==> config.mk <==
export PLATFORM = sky130hd
export DESIGN_NAME = immediate_encoder
export DESIGN_NICKNAME = d
export VERILOG_FILES = /design/src/rtl/immediate_encoder_pkg.sv /design/src/rtl/immediate_encoder_field_pack.sv /design/src/rtl/immediate_encoder.sv
export SDC_FILE = /design/constraint.sdc
export NUM_CORES = 1
export LEC_CHECK = 0
export BUFFER_PORTS_ARGS = -buffer_cell sky130_fd_sc_hd__buf_4
export CELL_PAD_IN_SITES_DETAIL_PLACEMENT = 0
export CELL_PAD_IN_SITES_GLOBAL_PLACEMENT = 2
export CORE_MARGIN = 2
export CORE_UTILIZATION = 29
export CTS_CLUSTER_SIZE = 30
export DETAILED_ROUTE_END_ITERATION = 7
export GPL_ROUTABILITY_DRIVEN = 0
export MAX_ROUTING_LAYER = met4
export PLACE_DENSITY = 0.85
export SLEW_MARGIN = 20
export SYNTH_ARGS = -nofsm -noshare
export SYNTH_HDL_FRONTEND = slang
export SYNTH_HIERARCHICAL = 1
export SYNTH_SLANG_ARGS = --single-unit
==> constraint.sdc <==
create_clock -name CLK -period 2.7 [get_ports CLK]
set_clock_uncertainty 0.2 [all_clocks]
set_input_delay 0.135 -clock CLK [delete_from_list [all_inputs] [get_ports CLK]]
set_output_delay 0.135 -clock CLK [all_outputs]
set_load 0.03 [all_outputs]
==> src/rtl/immediate_encoder_pkg.sv <==
// Shared constants for the RV32I immediate encoder: format codes, opcodes and a range helper.
package immediate_encoder_pkg;

  localparam logic [2:0] FmtU  = 3'd0;
  localparam logic [2:0] FmtJ  = 3'd1;
  localparam logic [2:0] FmtI  = 3'd2;
  localparam logic [2:0] FmtS  = 3'd3;
  localparam logic [2:0] FmtB  = 3'd4;
  localparam logic [2:0] FmtLi = 3'd5;

  localparam logic [6:0] OpcLui     = 7'b0110111;
  localparam logic [6:0] OpcOpImm   = 7'b0010011;
  localparam logic [2:0] Funct3Addi = 3'b000;

  // True when value is representable as a signed integer of the given bit width.
  function automatic logic fits_signed(logic [31:0] value, int unsigned width);
    logic signed [31:0] ext;
    ext = $signed(value << (32 - width)) >>> (32 - width);
    return ext == $signed(value);
  endfunction

endpackage

==> src/rtl/immediate_encoder_field_pack.sv <==
// Combinational RV32I field packer: scatters the immediate per format and flags range/alignment.
module imm_field_pack
  import immediate_encoder_pkg::*;
(
  input  logic [2:0]  format_i,
  input  logic [6:0]  opcode_i,
  input  logic [2:0]  funct3_i,
  input  logic [4:0]  rd_i,
  input  logic [4:0]  rs1_i,
  input  logic [4:0]  rs2_i,
  input  logic [31:0] imm_i,
  output logic [31:0] word_o,
  output logic        err_o
);

  always_comb begin
    word_o = 32'h0;
    err_o  = 1'b0;
    case (format_i)
      FmtU: begin
        word_o = {imm_i[31:12], rd_i, opcode_i};
        err_o  = |imm_i[11:0];
      end
      FmtJ: begin
        word_o = {imm_i[20], imm_i[10:1], imm_i[11], imm_i[19:12], rd_i, opcode_i};
        err_o  = !fits_signed(imm_i, 21) || imm_i[0];
      end
      FmtI: begin
        word_o = {imm_i[11:0], rs1_i, funct3_i, rd_i, opcode_i};
        err_o  = !fits_signed(imm_i, 12);
      end
      FmtS: begin
        word_o = {imm_i[11:5], rs2_i, rs1_i, funct3_i, imm_i[4:0], opcode_i};
        err_o  = !fits_signed(imm_i, 12);
      end
      FmtB: begin
        word_o = {imm_i[12], imm_i[10:5], rs2_i, rs1_i, funct3_i, imm_i[4:1], imm_i[11],
                  opcode_i};
        err_o  = !fits_signed(imm_i, 13) || imm_i[0];
      end
      // LI is rewritten into I/U by the caller; anything reaching here is illegal.
      default: begin
        word_o = 32'h0;
        err_o  = 1'b1;
      end
    endcase
  end

endmodule

==> src/rtl/immediate_encoder.sv <==
// RV32I immediate encoder: valid/ready handshake, registered output and two-beat LI expansion.
module immediate_encoder
  import immediate_encoder_pkg::*;
#(
  parameter int unsigned XLEN = 32
) (
  input  logic            CLK,
  input  logic            RESET_N,
  input  logic            IN_VALID,
  output logic            IN_READY,
  input  logic [2:0]      FORMAT,
  input  logic [6:0]      OPCODE,
  input  logic [2:0]      FUNCT3,
  input  logic [4:0]      RD,
  input  logic [4:0]      RS1,
  input  logic [4:0]      RS2,
  input  logic [XLEN-1:0] IMM,
  output logic            OUT_VALID,
  input  logic            OUT_READY,
  output logic [XLEN-1:0] INSTRUCTION,
  output logic            ERR
);

  localparam logic [0:0] StIdle   = 1'b0;
  localparam logic [0:0] StSecond = 1'b1;

  logic [0:0]  state_q, state_d;
  logic [4:0]  li_rd_q, li_rd_d;
  logic [11:0] li_lo_q, li_lo_d;
  logic        out_valid_q, out_valid_d;
  logic [31:0] instr_q, instr_d;
  logic        err_q, err_d;

  logic        is_li, li_fits, li_two, out_free, accept;
  logic [19:0] li_hi;

  logic [2:0]  p_format;
  logic [6:0]  p_opcode;
  logic [2:0]  p_funct3;
  logic [4:0]  p_rd, p_rs1, p_rs2;
  logic [31:0] p_imm, p_word;
  logic        p_err;

  assign is_li   = (FORMAT == FmtLi);
  assign li_fits = fits_signed(IMM, 12);
  assign li_two  = is_li && !li_fits;
  // Adding 0x800 before taking the upper bits only carries when IMM[11] is set.
  assign li_hi   = IMM[31:12] + {19'b0, IMM[11]};

  assign out_free = !out_valid_q || OUT_READY;
  assign IN_READY = RESET_N && (state_q == StIdle) && out_free;
  assign accept   = IN_VALID && IN_READY;

  // The single packer serves both the incoming request and the pending LI second beat.
  always_comb begin
    p_format = FORMAT;
    p_opcode = OPCODE;
    p_funct3 = FUNCT3;
    p_rd     = RD;
    p_rs1    = RS1;
    p_rs2    = RS2;
    p_imm    = IMM;
    if (state_q == StSecond) begin
      p_format = FmtI;
      p_opcode = OpcOpImm;
      p_funct3 = Funct3Addi;
      p_rd     = li_rd_q;
      p_rs1    = li_rd_q;
      p_imm    = {{20{li_lo_q[11]}}, li_lo_q};
    end else if (is_li) begin
      if (li_fits) begin
        p_format = FmtI;
        p_opcode = OpcOpImm;
        p_funct3 = Funct3Addi;
        p_rs1    = 5'd0;
      end else begin
        p_format = FmtU;
        p_opcode = OpcLui;
        p_imm    = {li_hi, 12'h000};
      end
    end
  end

  imm_field_pack u_pack (
    .format_i (p_format),
    .opcode_i (p_opcode),
    .funct3_i (p_funct3),
    .rd_i     (p_rd),
    .rs1_i    (p_rs1),
    .rs2_i    (p_rs2),
    .imm_i    (p_imm),
    .word_o   (p_word),
    .err_o    (p_err)
  );

  always_comb begin
    state_d     = state_q;
    li_rd_d     = li_rd_q;
    li_lo_d     = li_lo_q;
    out_valid_d = out_valid_q;
    instr_d     = instr_q;
    err_d       = err_q;
    if (state_q == StSecond) begin
      if (out_free) begin
        out_valid_d = 1'b1;
        instr_d     = p_word;
        err_d       = p_err;
        state_d     = StIdle;
      end
    end else if (accept) begin
      out_valid_d = 1'b1;
      instr_d     = p_word;
      err_d       = p_err;
      if (li_two) begin
        state_d = StSecond;
        li_rd_d = RD;
        li_lo_d = IMM[11:0];
      end
    end else if (OUT_READY) begin
      out_valid_d = 1'b0;
    end
  end

  always_ff @(posedge CLK or negedge RESET_N) begin
    if (!RESET_N) begin
      state_q     <= StIdle;
      li_rd_q     <= 5'd0;
      li_lo_q     <= 12'h000;
      out_valid_q <= 1'b0;
      instr_q     <= 32'h0;
      err_q       <= 1'b0;
    end else begin
      state_q     <= state_d;
      li_rd_q     <= li_rd_d;
      li_lo_q     <= li_lo_d;
      out_valid_q <= out_valid_d;
      instr_q     <= instr_d;
      err_q       <= err_d;
    end
  end

  assign OUT_VALID   = out_valid_q;
  assign INSTRUCTION = instr_q;
  assign ERR         = err_q;

endmodule

### Word level (Yosys, flattened, before mapping)

Index checks and enable logic that the tools add are counted.

* divide/modulo/power cells: 0
* multiplexer cells: 32
* $lt $le $gt $ge: 0
* shift-type cells: 0
* reductions and logical operators: 20
* multipliers: 0
* bitwise gates (word level): 1
* equal/unequal tests: 10
* add/subtract/negate cells: 1

Operator list (number)
* $mux W32: 6
* $pmux W32 S5: 1
* $eq A1 B20 Y1: 2
* $add A20 B1 Y20: 1
* $mux W5: 4
* $eq A1 B19 Y1: 1
* $mux W3: 5
* $mux W7: 2
* $reduce_or A12 Y1: 1
* $eq A1 B11 Y1: 1
* $mux W1: 11
* $eq A3 B2 Y1 const B: 2
* $eq A3 B3 Y1 const B: 2
* $mux W6: 1
* $logic_not A1 Y1: 5
* $logic_and A1 B1 Y1: 4
* $pmux W1 S4: 1
* $reduce_and A2 Y1: 2
* $eq A3 B1 Y1 const B: 1
* $logic_not A3 Y1: 1
* $logic_or A1 B1 Y1: 3
* $reduce_and A3 Y1: 1
* $reduce_bool A3 Y1: 1
* $mux W2: 1
* other kinds (4): 4

* latch bits: 0
* bits in read-only memories: 0
* bits in writable memories: 0
* register bits: 52
* memories kept: 0
* output and inout bits: 35
* logic and storage cells: 70

### Logic depth before layout (Yosys ltp)

* depth after elaboration: 10
* gate-level depth with buffers: 15
* gate-level depth less buffers: 13

### Modules after synthesis

The synthesis kept the hierarchy.

By module, submodules not included
* immediate_encoder: instances 1, area each 3218.1 µm², cells an instance 319
* imm_field_pack: instances 1, area each 1024.7 µm², cells an instance 170

### Worst setup path after synthesis

No wires, ideal clock.

* kind: input -> register
* start point: input port IMM[11]
* end point: register err_q (netlist: ERR)
* stages: 14
* setup slack: -0.452 ns
* arrival time: 2.828 ns
* setup time: 0.125 ns
* path through: or4_1 -> a21oi_2 -> o211a_1 -> buf_6 -> buf_6 -> buf_6 -> o21a_1 -> nor3_1 -> or4_4 -> nor3_1 -> mux2i_1 -> nor4_1 -> nor2_1 -> mux2_2

* word-level cells in the longest chain between the ends: 10
* elaborated cells on any way between the ends: 27
* classes of those cells: 1 x add/sub; 8 x eq/ne; 10 x mux; 8 x reduce/logical

RTL lines
* start: declaration: RTL line immediate_encoder.sv:17 `input logic [XLEN-1:0] IMM,`
* $add A20 B1 Y20 or $eq A1 B20 Y1 (tied branches): RTL line immediate_encoder.sv:48, immediate_encoder_pkg.sv:19
* $mux W32 (*): RTL line immediate_encoder.sv:71 `if (li_fits) begin`
* $mux W32 (*): RTL line immediate_encoder.sv:70 `end else if (is_li) begin`
* $mux W32 (*): RTL line immediate_encoder.sv:63 `if (state_q == StSecond) begin`
* named net p_imm[24]: RTL line immediate_encoder.sv:41 `logic [31:0] p_imm, p_word;`
* $eq A1 B19 Y1 or $eq A1 B11 Y1 (tied branches): RTL line immediate_encoder_pkg.sv:19 `return ext == $signed(value);`
* $logic_not A1 Y1 (on tied branches): RTL line immediate_encoder_field_pack.sv:39, immediate_encoder_field_pack.sv:26
* $logic_or A1 B1 Y1 (on tied branches): RTL line immediate_encoder_field_pack.sv:39, immediate_encoder_field_pack.sv:26
* $pmux W1 S4 (*): RTL line immediate_encoder_field_pack.sv:19 `case (format_i)`
* $mux W1 (on tied branches): RTL line immediate_encoder.sv:110, immediate_encoder.sv:104
* $mux W1 (*): RTL line immediate_encoder.sv:103 `if (state_q == StSecond) begin`
* named net err_d: RTL line immediate_encoder.sv:32 `logic err_q, err_d;`
* end signal: assignment: RTL line immediate_encoder.sv:138 `err_q <= err_d;`
* end: declaration: RTL line immediate_encoder.sv:32

Mark *: on every way through the listed nets, which the timed path passes. The rest lies on a longest branch. The select of a mux whose other input is x is not followed.
A chain may end at the register's enable or synchronous reset.

### Worst setup path in the final report

* start point: input port IMM[11]
* end point: register err_q (netlist: ERR)

* word-level cells in the longest chain between the ends: 10
* elaborated cells on any way between the ends: 27
* classes of those cells: 1 x add/sub; 8 x eq/ne; 10 x mux; 8 x reduce/logical

RTL lines
* $add A20 B1 Y20 or $eq A1 B20 Y1 (tied branches): RTL line immediate_encoder.sv:48, immediate_encoder_pkg.sv:19
* $mux W32 (*): RTL line immediate_encoder.sv:71
* $mux W32 (*): RTL line immediate_encoder.sv:70
* $mux W32 (*): RTL line immediate_encoder.sv:63
* named net p_imm[14]: RTL line immediate_encoder.sv:41
* $eq A1 B19 Y1: RTL line immediate_encoder_pkg.sv:19
* $logic_not A1 Y1: RTL line immediate_encoder_field_pack.sv:39 `err_o = !fits_signed(imm_i, 13) || imm_i[0];`
* $logic_or A1 B1 Y1: RTL line immediate_encoder_field_pack.sv:39
* $pmux W1 S4 (*): RTL line immediate_encoder_field_pack.sv:19
* $mux W1 (on tied branches): RTL line immediate_encoder.sv:110, immediate_encoder.sv:104
* $mux W1 (*): RTL line immediate_encoder.sv:103
* named net err_d: RTL line immediate_encoder.sv:32

Marks and branches as above.

==> impl_metrics.prom <==
# TYPE chip_impl_metric gauge
chip_impl_info{name="run_status",value="finished, violations left"} 1
chip_impl_info{name="failing_checks",value="negative hold slack, negative setup slack"} 1
chip_impl_metric{name="floorplan.rows",unit=""} 44
chip_impl_metric{name="fin_worst_hold_slack",unit="ps"} -2.53
chip_impl_metric{name="drt-pass1-iter-count",unit=""} 7
chip_impl_metric{name="pin_count",unit=""} 99
chip_impl_metric{name="critPathRequiredTime",unit="ps"} 2690
chip_impl_metric{name="critical_path.max_fanout",unit=""} 7
chip_impl_metric{name="post-dp-hpwl",unit="mm"} 10.8
chip_impl_info{name="endpoint_kind",value="flop"} 1
chip_impl_metric{name="fin_hold_viols",unit=""} 1
chip_impl_metric{name="area_delta_synth_final",unit="%"} 52.6
chip_impl_metric{name="grt_first_pass_wirelength",unit="mm"} 22.7
chip_impl_metric{name="route.detailed.drc",unit=""} 0
chip_impl_info{name="worstSetupStartpoint",value="IMM[11]"} 1
chip_impl_metric{name="synth.yosys.warnings",unit=""} 6
chip_impl_info{name="hp-class",value="in -> reg"} 1
chip_impl_info{name="timing.rr.start",value="state_q"} 1
chip_impl_metric{name="nets",unit=""} 753
chip_impl_metric{name="drt-met1-wl",unit="mm"} 6.51
chip_impl_metric{name="peak_supply_drop",unit="mV"} 0.262
chip_impl_info{name="setup_repair_after_global_routing_missed_its_margin",value="true"} 1
chip_impl_metric{name="cp_data_arrival_time",unit="ps"} 3000
chip_impl_metric{name="layout_setup_ws",unit="ps"} -314
chip_impl_metric{name="placeable_core_region",unit="sq mm"} 0.0144
chip_impl_metric{name="ff_latch_area",unit="sq mm"} 0.00130
chip_impl_metric{name="vias_in_the_first_global_route",unit=""} 4339
chip_impl_metric{name="tightestPinTransition",unit="ps"} 641
chip_impl_info{name="synthFlopType",value="sky130_fd_sc_hd__dfrtp_1"} 1
chip_impl_metric{name="final_layout_size_suffix_gt1_frac",unit=""} 0.458
chip_impl_metric{name="synth_fp_nets",unit=""} 555
chip_impl_metric{name="die_h",unit="um"} 125
chip_impl_metric{name="final_antenna_net_count",unit=""} 0
chip_impl_metric{name="design.die.area",unit="sq mm"} 0.0156
chip_impl_metric{name="via_per_inst",unit=""} 5.29
chip_impl_info{name="yosysMostFrequentCell",value="sky130_fd_sc_hd__dfrtp_1"} 1
chip_impl_metric{name="wirelength",unit="mm"} 14.7
chip_impl_metric{name="num-fill-cells",unit=""} 1429
chip_impl_metric{name="grt_max_degree",unit=""} 54
chip_impl_info{name="cts.root.buffer_cell",value="sky130_fd_sc_hd__clkbuf_16"} 1
chip_impl_metric{name="final.min_clock_period",unit="ps"} 3010
chip_impl_metric{name="drt-wirelength-per-cell",unit="um"} 16.9
chip_impl_info{name="route.top_layer_used",value="met4"} 1
chip_impl_metric{name="buffer_ports.inserted",unit=""} 98
chip_impl_info{name="worst_hold_startpoint",value="RS2[0]"} 1
chip_impl_info{name="yosys.area.top_type",value="sky130_fd_sc_hd__dfrtp_1"} 1
chip_impl_metric{name="drt-initial-drc-count",unit=""} 215
chip_impl_metric{name="globalRouteOverflowTotal",unit=""} 0
chip_impl_metric{name="syn_area_per_cell",unit="sq um"} 8.68
chip_impl_metric{name="yosysSeqAreaShare",unit=""} 0.307
chip_impl_metric{name="ctsLongestPathBuffers",unit=""} 2
chip_impl_info{name="worstSetupPathType",value="in -> reg"} 1
chip_impl_metric{name="die_width",unit="um"} 125
chip_impl_metric{name="drv.max_cap_violation_count",unit=""} 0
chip_impl_metric{name="detailroute.via_count",unit=""} 4612
chip_impl_metric{name="global_route.usage.total",unit=""} 0.184
chip_impl_metric{name="worst_skew_pair.late_latency",unit="ps"} 300
chip_impl_metric{name="htree_num_levels",unit=""} 2
chip_impl_metric{name="starting_utilization_of_the_core_area",unit=""} 0.294
chip_impl_info{name="synth.top_cells.by_area",value="sky130_fd_sc_hd__dfrtp_1, sky130_fd_sc_hd__mux2_2, sky130_fd_sc_hd__o21ai_0"} 1
chip_impl_metric{name="report.final.setup_viol",unit=""} 2
chip_impl_info{name="critical_path.startpoint_type",value="input port"} 1
chip_impl_metric{name="power.leakage",unit="nW"} 2.80
chip_impl_metric{name="sink_count",unit=""} 52
chip_impl_metric{name="synth-edff-count",unit=""} 0
chip_impl_metric{name="multi_input_area",unit="sq mm"} 0.00289
chip_impl_metric{name="synth_cells",unit=""} 489
chip_impl_metric{name="detailedPlace.worstSlack",unit="ps"} -679
chip_impl_info{name="synth_top_cells_by_count",value="sky130_fd_sc_hd__dfrtp_1, sky130_fd_sc_hd__mux2_2, sky130_fd_sc_hd__nand2_1, sky130_fd_sc_hd__o21ai_0"} 1
chip_impl_metric{name="timing_max_transition_violations_final",unit=""} 0
chip_impl_metric{name="synth_area",unit="sq mm"} 0.00424
chip_impl_metric{name="synth_seq_cells",unit=""} 52
chip_impl_metric{name="fmax",unit="MHz"} 332
chip_impl_metric{name="yosysUniqueCellTypes",unit=""} 54
chip_impl_info{name="tritoncts_clock_tree",value="built"} 1
chip_impl_metric{name="detailed_route_wirelength_on_metal3",unit="um"} 588
chip_impl_metric{name="cts_made_buffers",unit=""} 5
chip_impl_metric{name="met2RoutedLength",unit="mm"} 7.22
chip_impl_metric{name="slew_headroom",unit=""} 0.570
chip_impl_metric{name="grt_antenna_before_repair",unit=""} 0
chip_impl_metric{name="clkTransAtPathRegs",unit="ps"} 70
chip_impl_metric{name="timing.final.crit_share",unit=""} 1.12
chip_impl_metric{name="synth_top_area_frac",unit=""} 0.307
chip_impl_metric{name="diode_count",unit=""} 0
chip_impl_metric{name="async_reset_ff_frac",unit=""} 1.00
chip_impl_metric{name="powerDensity",unit="mW/mm^2"} 463
sequential cells by signal, indices dropped and copies added (netlist names):
signal,count
ERR,1
INSTRUCTION,32
OUT_VALID,1
li_lo_q,12
li_rd_q,5
state_q,1
through the flow:
stage                util  power, mW  cells  TNS [ps]  cell area [sq um]
floorplan               -       1.76    489      -350               4250
global placement    0.406       2.27    838     -6670               5860
detailed placement  0.406       2.30    838     -8430               5860
CTS                 0.431       3.00    866      -332               6220
global route        0.449       3.16    872      -493               6480
finish              0.449       3.00    872      -332               6480
cells by family after synthesis:
group / count (synthesis) / synth area share
AO/OA/AOI/OAI: 128 / 0.179
adder cells (fa/ha/maj): 2 / 0.00590
buffers and inverters: 43 / 0.0487
flip-flops: 52 / 0.307
multiplexers: 74 / 0.203
AND/OR/NAND/NOR: 190 / 0.257
metal layers:
metal / vias to the layer above / GRT usage
met2: 137 / 0.306
met4: 0 / 0.0614
met5: - / -
met1: 2210 / 0.236
met3: 27 / 0.0180
li1: 2238 / -
worst paths after layout:
kind,slack (ps),to,depth (start not counted)
max,-310,ERR,13
min,-3,INSTRUCTION[20],4
max in group asynchronous,1580,INSTRUCTION[24],3
min in group asynchronous,370,li_lo_q[10],3
min reg2reg,310,INSTRUCTION[17],1
max reg2reg,-20,ERR,10
cells in the final DEF, fill, tap and decap left out, drive strengths merged, types with 8 or more instances in the layout:
cell,netlist,final
a21oi,24,24
a31oi,17,17
and2,10,10
buf,18,206
dfrtp,52,52
dlygate4sd3,0,20
mux2,59,59
mux2i,14,14
nand2,39,39
nand3,16,16
nand4,13,13
nor2,23,23
nor2b,20,20
nor3,13,13
nor4,13,13
o21ai,51,51
o22ai,8,8
or3,8,8
or4,11,11
worst max-delay path: stages:
cell and delay [ps]:
sky130_fd_sc_hd__buf_8 110, sky130_fd_sc_hd__or4_4 530, sky130_fd_sc_hd__mux2i_4 180, sky130_fd_sc_hd__o211a_4 250, sky130_fd_sc_hd__buf_12 140, sky130_fd_sc_hd__or3_1 110, sky130_fd_sc_hd__a31oi_1 100, sky130_fd_sc_hd__or4_4 560
sky130_fd_sc_hd__o22ai_1 190, sky130_fd_sc_hd__a31oi_1 110, sky130_fd_sc_hd__nor4_1 260, sky130_fd_sc_hd__nor2_1 60, sky130_fd_sc_hd__mux2_2 260
power by group:
part	leakage [nW]	internal, mW	switching [mW]	total, mW
Combinational	2.08	0.622	0.650	1.27
Sequential	0.646	0.961	0.104	1.06
Clock	0.0742	0.348	0.317	0.665
Total	2.80	1.93	1.07	3.00
layout make-up:
type | count | share of cell area
clock buffer | 5 | 0.0193
sequential | 52 | 0.201
tap | 184 | 0.0355
multi-input combinational | 394 | 0.447
clock inverter | 3 | 0.00348
timing repair buffer | 228 | 0.290
inverter | 6 | 0.00348
what timing repair did:
action                                  in CTS  in global routing
buffers inserted                             0                  3
pin swaps                                    2                  3
endpoints found under the setup margin       7                 41
hold buffers                                20                  0
resized for setup                            4                 33
hold endpoints to repair                    70                  0
cloned                                       0                  3
Note: power is estimated with default switching activity, not from simulation.
